===== src/rtl/lcd_pkg.sv =====
// Shared opcodes, D/C encodings, FSM state type and colour type for the LCD grid engine.
package lcd_pkg;

  localparam logic [7:0] LCD_CMD_CASET = 8'h2A;
  localparam logic [7:0] LCD_CMD_RASET = 8'h2B;
  localparam logic [7:0] LCD_CMD_RAMWR = 8'h2C;

  localparam logic DC_CMD  = 1'b0;
  localparam logic DC_DATA = 1'b1;

  typedef enum logic [3:0] {
    ST_IDLE,
    ST_CASET_C,
    ST_CASET_D,
    ST_RASET_C,
    ST_RASET_D,
    ST_RAMWR_C,
    ST_PIX_HI,
    ST_PIX_LO,
    ST_DONE
  } lcd_state_e;

  typedef logic [15:0] rgb565_t;

  // Window argument bytes are start=0x0000 then end=last, each MSB first.
  function automatic logic [7:0] window_byte(input logic [1:0] idx, input logic [15:0] last);
    case (idx)
      2'd2:    window_byte = last[15:8];
      2'd3:    window_byte = last[7:0];
      default: window_byte = 8'h00;
    endcase
  endfunction

endpackage


===== src/rtl/lcd_pixel_scan.sv =====
// Raster pixel position and grid-cell tracker; yields the colour of the current pixel.
// LCD_GRID_LINES_EN selects grid-line colouring on cell edges and the closing border.
module lcd_pixel_scan
  import lcd_pkg::*;
#(
  parameter int WIDTH   = 320,
  parameter int HEIGHT  = 240,
  parameter int CELLS_X = 4,
  parameter int CELLS_Y = 4
) (
  input  logic    clk,
  input  logic    reset,
  input  logic    clear,
  input  logic    advance,
  input  rgb565_t color_a,
  input  rgb565_t color_b,
  input  rgb565_t line_color,
  output logic    last_pixel,
  output rgb565_t color
);

  localparam int CELL_W = WIDTH / CELLS_X;
  localparam int CELL_H = HEIGHT / CELLS_Y;
  localparam int CXW    = (CELLS_X > 1) ? $clog2(CELLS_X) : 1;
  localparam int CYW    = (CELLS_Y > 1) ? $clog2(CELLS_Y) : 1;
  localparam logic [15:0] X_LAST  = 16'(WIDTH - 1);
  localparam logic [15:0] Y_LAST  = 16'(HEIGHT - 1);
  localparam logic [15:0] OX_LAST = 16'(CELL_W - 1);
  localparam logic [15:0] OY_LAST = 16'(CELL_H - 1);

  logic [15:0]    x, y, ox, oy;
  logic [CXW-1:0] cx;
  logic [CYW-1:0] cy;

  // Offsets wrap at the cell size so the cell index never needs a divider.
  always_ff @(posedge clk or negedge reset) begin
    if (!reset) begin
      x <= '0; y <= '0; ox <= '0; oy <= '0; cx <= '0; cy <= '0;
    end else if (clear) begin
      x <= '0; y <= '0; ox <= '0; oy <= '0; cx <= '0; cy <= '0;
    end else if (advance) begin
      if (x == X_LAST) begin
        x  <= '0;
        ox <= '0;
        cx <= '0;
        if (y == Y_LAST) begin
          y  <= '0;
          oy <= '0;
          cy <= '0;
        end else begin
          y <= y + 16'd1;
          if (oy == OY_LAST) begin
            oy <= '0;
            cy <= cy + CYW'(1);
          end else begin
            oy <= oy + 16'd1;
          end
        end
      end else begin
        x <= x + 16'd1;
        if (ox == OX_LAST) begin
          ox <= '0;
          cx <= cx + CXW'(1);
        end else begin
          ox <= ox + 16'd1;
        end
      end
    end
  end

  assign last_pixel = (x == X_LAST) && (y == Y_LAST);

`ifdef LCD_GRID_LINES_EN
  logic on_line;
  assign on_line = (ox == 16'd0) || (oy == 16'd0) || (x == X_LAST) || (y == Y_LAST);
  assign color   = on_line ? line_color : ((cx[0] ^ cy[0]) ? color_b : color_a);
`else
  logic unused_line_color;
  assign unused_line_color = ^line_color;
  assign color             = (cx[0] ^ cy[0]) ? color_b : color_a;
`endif

endmodule


===== src/rtl/lcd_grid_engine.sv =====
// Grid-drawing engine: emits CASET/RASET/RAMWR then a full-panel RGB565 checkerboard as a
// valid/ready command/data byte stream. Optional grid lines via LCD_GRID_LINES_EN.
module lcd_grid_engine
  import lcd_pkg::*;
#(
  parameter int WIDTH   = 320,
  parameter int HEIGHT  = 240,
  parameter int CELLS_X = 4,
  parameter int CELLS_Y = 4
) (
  input  logic       clk,
  input  logic       reset,
  input  logic       draw_start,
  input  logic       abort,
  input  rgb565_t    color_a,
  input  rgb565_t    color_b,
  input  rgb565_t    line_color,
  output logic       byte_valid,
  output logic [7:0] byte_data,
  output logic       byte_dc,
  input  logic       byte_ready,
  output logic       busy,
  output logic       done,
  output lcd_state_e dbg_state
);

  if (WIDTH % CELLS_X != 0) begin : g_bad_cells_x
    $error("lcd_grid_engine: WIDTH must be a multiple of CELLS_X");
  end
  if (HEIGHT % CELLS_Y != 0) begin : g_bad_cells_y
    $error("lcd_grid_engine: HEIGHT must be a multiple of CELLS_Y");
  end

  localparam logic [15:0] W_LAST = 16'(WIDTH - 1);
  localparam logic [15:0] H_LAST = 16'(HEIGHT - 1);

  // Handshake: a byte moves when byte_valid && byte_ready at a rising clk edge; while
  // byte_valid is high and byte_ready low, byte_data/byte_dc are held (they decode
  // only registered state, which advances solely on a transfer).
  lcd_state_e state, state_n;
  logic [1:0] idx, idx_n;
  rgb565_t    ca_q, cb_q, cl_q, pix_color;
  logic       xfer, start, kill, last_pixel;

  assign xfer  = byte_valid && byte_ready;
  assign start = (state == ST_IDLE) && draw_start && !abort;
  assign kill  = abort && busy;

  always_ff @(posedge clk or negedge reset) begin
    if (!reset) begin
      state <= ST_IDLE;
      idx   <= '0;
    end else begin
      state <= state_n;
      idx   <= idx_n;
    end
  end

  always_comb begin
    state_n = state;
    idx_n   = idx;
    case (state)
      ST_IDLE:    if (start) state_n = ST_CASET_C;
      ST_CASET_C: if (xfer) state_n = ST_CASET_D;
      ST_CASET_D: if (xfer) begin
        idx_n = idx + 2'd1;
        if (idx == 2'd3) state_n = ST_RASET_C;
      end
      ST_RASET_C: if (xfer) state_n = ST_RASET_D;
      ST_RASET_D: if (xfer) begin
        idx_n = idx + 2'd1;
        if (idx == 2'd3) state_n = ST_RAMWR_C;
      end
      ST_RAMWR_C: if (xfer) state_n = ST_PIX_HI;
      ST_PIX_HI:  if (xfer) state_n = ST_PIX_LO;
      ST_PIX_LO:  if (xfer) state_n = last_pixel ? ST_DONE : ST_PIX_HI;
      ST_DONE:    state_n = ST_IDLE;
      default:    state_n = ST_IDLE;
    endcase
    if (kill) begin
      state_n = ST_IDLE;
      idx_n   = '0;
    end
  end

  always_comb begin
    byte_valid = 1'b0;
    byte_data  = 8'h00;
    byte_dc    = DC_CMD;
    case (state)
      ST_CASET_C: begin byte_valid = 1'b1; byte_data = LCD_CMD_CASET; end
      ST_CASET_D: begin byte_valid = 1'b1; byte_dc = DC_DATA; byte_data = window_byte(idx, W_LAST); end
      ST_RASET_C: begin byte_valid = 1'b1; byte_data = LCD_CMD_RASET; end
      ST_RASET_D: begin byte_valid = 1'b1; byte_dc = DC_DATA; byte_data = window_byte(idx, H_LAST); end
      ST_RAMWR_C: begin byte_valid = 1'b1; byte_data = LCD_CMD_RAMWR; end
      ST_PIX_HI:  begin byte_valid = 1'b1; byte_dc = DC_DATA; byte_data = pix_color[15:8]; end
      ST_PIX_LO:  begin byte_valid = 1'b1; byte_dc = DC_DATA; byte_data = pix_color[7:0]; end
      default:    ;
    endcase
  end

  assign busy      = (state != ST_IDLE) && (state != ST_DONE);
  assign done      = (state == ST_DONE);
  assign dbg_state = state;

  always_ff @(posedge clk or negedge reset) begin
    if (!reset) begin
      ca_q <= '0;
      cb_q <= '0;
    end else if (start) begin
      ca_q <= color_a;
      cb_q <= color_b;
    end
  end

`ifdef LCD_GRID_LINES_EN
  always_ff @(posedge clk or negedge reset) begin
    if (!reset)     cl_q <= '0;
    else if (start) cl_q <= line_color;
  end
`else
  logic unused_line_color;
  assign unused_line_color = ^line_color;
  assign cl_q              = '0;
`endif

  lcd_pixel_scan #(
    .WIDTH  (WIDTH),
    .HEIGHT (HEIGHT),
    .CELLS_X(CELLS_X),
    .CELLS_Y(CELLS_Y)
  ) u_scan (
    .clk       (clk),
    .reset     (reset),
    .clear     (start || kill),
    .advance   ((state == ST_PIX_LO) && xfer),
    .color_a   (ca_q),
    .color_b   (cb_q),
    .line_color(cl_q),
    .last_pixel(last_pixel),
    .color     (pix_color)
  );

endmodule


===== config.mk =====
export PLATFORM = sky130hd
export DESIGN_NAME = lcd_grid_engine
export DESIGN_NICKNAME = d
export VERILOG_FILES = /design/src/rtl/lcd_pkg.sv /design/src/rtl/lcd_pixel_scan.sv /design/src/rtl/lcd_grid_engine.sv
export SDC_FILE = /design/constraint.sdc
export NUM_CORES = 1
export LEC_CHECK = 0
export CAP_MARGIN = 0
export CORE_MARGIN = 2
export CORE_UTILIZATION = 40
export DETAILED_ROUTE_END_ITERATION = 16
export GPL_TIMING_DRIVEN = 0
export HOLD_SLACK_MARGIN = 0.02
export PLACE_DENSITY = 0.74
export SYNTH_ARGS = -nofsm -noshare
export SYNTH_HDL_FRONTEND = slang
export SYNTH_HIERARCHICAL = 1
export SYNTH_SLANG_ARGS = --single-unit

===== constraint.sdc =====
create_clock -name clk -period 2.7 [get_ports clk]
set_input_delay 0.27 -clock clk [delete_from_list [all_inputs] [get_ports clk]]
set_output_delay 0.27 -clock clk [all_outputs]
set_load 0.05 [all_outputs]

# Word level (Yosys, flattened, before mapping)
# Cells that the tools add are included.
# op_classes
addsub	7
n_mul	0
div_mod_pow	0
order_cmp	0
n_eq_ne	25
shifts	0
mux	47
bitwise_logic	1
n_reduce_logical	25
# op_table
op	n
16-bit two-way mux	17
16-bit by 1-bit adder with 16-bit output, second input constant	4
8-bit case mux with 7 select lines	1
4-bit two-way mux	12
4-bit case mux with 8 select lines	1
3-bit inequality test, second input constant	10
2-bit two-way mux	12
16-bit by 6-bit equality test with 1-bit output, second input constant	1
16-bit by 7-bit equality test with 1-bit output, second input constant	1
16-bit by 8-bit equality test with 1-bit output, second input constant	1
16-bit by 9-bit equality test with 1-bit output, second input constant	1
4-bit by 3-bit equality test with 1-bit output, second input constant	4
6-bit case mux with 2 select lines	1
10-bit AND reduction	1
4-bit by 2-bit equality test with 1-bit output, second input constant	2
8-bit two-way mux	1
2-bit nonzero test	4
1-bit logical AND	7
7-bit OR reduction	1
2-bit by 1-bit adder with 2-bit output, second input constant	3
2-bit AND reduction	3
3-bit nonzero test	2
2-bit equality test, second input constant	2
4-bit by 1-bit equality test with 1-bit output, second input constant	1
11 further kinds	12
# totals
regBits	106
latchBits	0
ram_bits	0
mem_bits_ro	0
input_bits	53
output_inout_bits	16
word_cells	115
n_memories	0

# Longest topological paths before layout
# logic_depth
depth_word	7
mapped_depth	11
mapped_depth_nobuf	8

# Modules after synthesis
# Netlist, hierarchy kept.
# by_module_without_submodules
mod	n_inst	cells_each	area_each_um2	seq_area_each_um2
lcd_pixel_scan	1	397	3734.8	1651.6
lcd_grid_engine	1	165	1916.8	950.9

# Least setup slack after synthesis
# Ideal clock, no wire load.
# synth_path
kind	register to register
startpoint	register state[2] (netlist: dbg_state[2])
endpoint	register u_scan.oy[12]
setup_time_ns	0.077
arrival_time_ns	3.198
required_ns	2.623
slack_ns	-0.575
path_stages_with_launch	11
n_path_buf	3
synth_period_minus_slack_ns	3.275
cell_sequence	dfrtp_1 -> buf_2 -> buf_2 -> nand2b_1 -> nor3_1 -> or4b_1 -> nor4_4 -> nor2_2 -> buf_6 -> or4_1 -> a21oi_1
# synth_between
elab_chain_len	7
word_cells_on_any_way	23
classes_between	eq/ne: 8; mux: 2; reduce/logical: 13
# synth_lines
item	line_no	text
start, declared	lcd_grid_engine.sv:40	lcd_state_e state, state_n;
start signal, assigned	lcd_grid_engine.sv:54	state <= state_n;
4-bit by 3-bit equality test with 1-bit output, or another cell as far along	lcd_grid_engine.sv:90, lcd_grid_engine.sv:136	
7-bit OR reduction (no source line)	-	
1-bit two-way mux	lcd_grid_engine.sv:90	case (state)
1-bit logical AND	lcd_grid_engine.sv:45	assign xfer = byte_valid && byte_ready;
1-bit logical AND	lcd_grid_engine.sv:136	.advance ((state == ST_PIX_LO) && xfer),
2-bit nonzero test (no source line)	-	
2-bit AND reduction (no source line)	-	
end signal, assigned	lcd_pixel_scan.sv:56	oy <= oy + 16'd1;
end, declared	lcd_pixel_scan.sv:31	logic [15:0] x, y, ox, oy;
# Parallel ways exist; a longest one is shown, timed or not.
# A chain may end at the register's enable or synchronous reset.

# Worst setup path in the final report
# layout_path
startpoint	register state[2] (netlist: dbg_state[2])
endpoint	register u_scan.oy[14]
# The elaborated chain is that of the path after synthesis.

==> flow_metrics.py <==
metrics = {
    "detailed_routing": {
        "final_antenna_net_count": 0,
        "wirelength_um": 14100,
        "drtIter0Drc": 472,
        "post_drt_via_cell_ratio": 5.67,
        "drt_pre_antenna_iters": 5,
        "detail_route.wl_per_cell_um": 16.8,
        "detailroute.via_count": 4748,
        "detail_route.drc_violations": 0,
    },
    "critical_path": {
        "timing.critical_path.arrival_ns": 2.96,
        "worstSetupPathDepth": 10,
        "critical_path.most_common_cell": "sky130_fd_sc_hd__buf_6",
        "crit_path_end_kind": "register",
        "cp.buffers_inverters": 3,
        "critPathSlowestCell": "sky130_fd_sc_hd__or4b_4",
        "critical_path_required_ns": 2.99,
        "crit_path_start_kind": "register",
        "rr_worst_depth": 10,
        "critical_path.top_delay_family": "simple AND/OR/NAND/NOR gates",
        "critical-path-max-stage-delay_ns": 0.50,
        "timing.critical_path.cells": "buf_6 > buf_8 > nand2b_4 > nor3_4 > or4b_4 > nor4_4 > nor2_2 > buf_6 > or4_4 > a21oi_2",
        "criticalPathCategory": "register to register",
        "largest_fanout_on_the_critical_path": 8,
    },
    "floorplanning": {
        "core_area_um2": 13800,
        "die_area_um2": 15100,
        "io_pins": 69,
        "die_w_um": 123,
        "initial_utilization": 0.408,
        "die_y_um": 123,
        "row_count": 43,
    },
    "cts": {
        "clk_latency_ns": 0.36,
        "worst_setup_hold_path_clk_slew_ns": 0.07,
        "tritoncts_num_sinks": 104,
        "tritoncts": "yes",
        "clockRootBuffer": "sky130_fd_sc_hd__clkbuf_16",
        "clock_path_buffers": 2,
        "cts_inserted_buffers": 9,
        "cts-htree-levels": 3,
    },
    "timing": {
        "tns_ns": 0,
        "finalWorstSetupSlack_ns": 0.0229,
        "timing.final.crit_share": 0.992,
        "achievable-frequency_mhz": 374,
        "timing_worst_slew_pin_value_ns": 0.609,
        "worst_clock_skew_ns": 0.00958,
        "hold_viol_final": 0,
        "report.final.slew_viol_count": 0,
        "worst_slew_margin_rel": 0.594,
        "period_needed_ns": 2.68,
        "unrepaired_setup_endpoints_after_global_routing": "true",
        "final.hold.worst_slack_ns": 0.468,
        "timing.final.setup_violations": 0,
    },
    "global_route": {
        "largest_net_degree_at_the_start_of_global_routing": 61,
        "groute.usage.overall": 0.189,
        "grt_pass1_vias": 4574,
        "antenna_found_initial": 0,
        "grt_pass1_wl_um": 22600,
        "gr-total-overflow": 0,
    },
    "final_layout": {
        "layout.cells.most_common_list": "sky130_fd_sc_hd__dfrtp_1 (100), sky130_fd_sc_hd__mux2_2 (51), sky130_fd_sc_hd__nor2_1 (47), sky130_fd_sc_hd__clkdlybuf4s50_1 (42), sky130_fd_sc_hd__nand2_1 (35)",
        "finish.instance_area_um2": 7180,
        "final_common_cell": "sky130_fd_sc_hd__dfrtp_1",
        "synthToLayoutAreaGrowth_pct": 27.1,
        "diodes": 0,
        "design.final.nets": 711,
        "fin_util": 0.519,
        "drive_above_1_share": 0.271,
    },
    "pwr": {
        "leakage_nw": 3.04,
        "powerDensity_nw_per_um2": 810,
        "irDropWorstVdd_mv": 0.334,
    },
    "synthesis": {
        "syn_avg_cell_area_um2": 10.1,
        "synth_cells": 561,
        "syn-num-nets": 620,
        "yosysWarningCount": 6,
        "synthesis.area_um2": 5650,
    },
    "outcome": {
        "outcome": "finished, final reports clean",
    },
    "placed_design": {
        "dp.final_hpwl_um": 9430,
        "placed_area_um2": 6520,
        "place.gp.congestion": 0.873,
        "detailedPlace.worstSlack_ns": -0.933,
        "portBuffers": 52,
    },
    "job": {
        "maxCapViolations": 0,
    },
    "hold_path": {
        "hold_class": "primary input to asynchronous set/reset pin",
    },
}
==> through the flow <==
step / power, mW / cells
floorplan: 3.57 / 561
global placement: 4.13 / 793
detailed placement: 4.19 / 794
CTS: 5.71 / 821
global route: 6.10 / 837
finish: 5.81 / 837
==> area by class of cell <==
| class | instances | area, um^2 |
|---|---|---|
| timing repair buffer | 81 | 714 |
| buffer | 24 | 184 |
| clock inverter | 6 | 90.1 |
| clock buffer | 10 | 239 |
| sequential | 104 | 2610 |
| tap | 180 | 225 |
| multi-input combinational | 413 | 3050 |
| fill | 1154 | 6650 |
| inverter | 19 | 71.3 |
==> worst register-to-register path, stage by stage (launching register included) <==
cell and delay (ns):
sky130_fd_sc_hd__dfrtp_2 0.37, sky130_fd_sc_hd__buf_6 0.13, sky130_fd_sc_hd__buf_8 0.12, sky130_fd_sc_hd__nand2b_4 0.06
sky130_fd_sc_hd__nor3_4 0.12, sky130_fd_sc_hd__or4b_4 0.50, sky130_fd_sc_hd__nor4_4 0.43, sky130_fd_sc_hd__nor2_2 0.12
sky130_fd_sc_hd__buf_6 0.16, sky130_fd_sc_hd__or4_4 0.48, sky130_fd_sc_hd__a21oi_2 0.13
==> flip-flops by register name (all words and copies together), names as in the netlist <==
signal and flops:
u_scan/x 16, cb_q 16, u_scan/cy 1, u_scan/cx 1
idx 2, dbg_state 4, u_scan/ox 16, u_scan/oy 16
ca_q 16, u_scan/y 16
==> layer usage <==
| metal | GRT usage | part of all wire |
|---|---|---|
| met5 | 0 | 0 |
| met1 | 0.258 | 0.45 |
| met4 | 0.0654 | 0.024 |
| met3 | 0.0390 | 0.043 |
| met2 | 0.300 | 0.49 |
==> report_power, final <==
part / switching [mW] / leakage (nW) / total [mW] / internal, mW
Sequential: 0.171 / 1.38 / 2.01 / 1.84
Clock: 0.595 / 0.159 / 1.44 / 0.841
Combinational: 1.30 / 1.51 / 2.37 / 1.06
==> path summary, 6_finish.rpt <==
check / end / startpoint / slack, ns
hold reg to reg: idx[0] / idx[0] / 0.50
max in group asynchronous: dbg_state[2] / reset / 1.53
hold / removal: u_scan/oy[13] / reset / 0.47
setup reg to reg: u_scan/oy[14] / dbg_state[2] / 0.02
setup / recovery: u_scan/oy[14] / dbg_state[2] / 0.02
min in group clk: idx[0] / idx[0] / 0.50
==> timing repair <==
item / in CTS / in global routing
hold buffers: 1 / 0
resized for setup: 52 / 43
buffers inserted: 10 / 17
endpoints found under the hold margin: 44 / 0
endpoints found under the setup margin: 70 / 56
pin swaps: 5 / 16
Power figures use the tool's default switching activity.
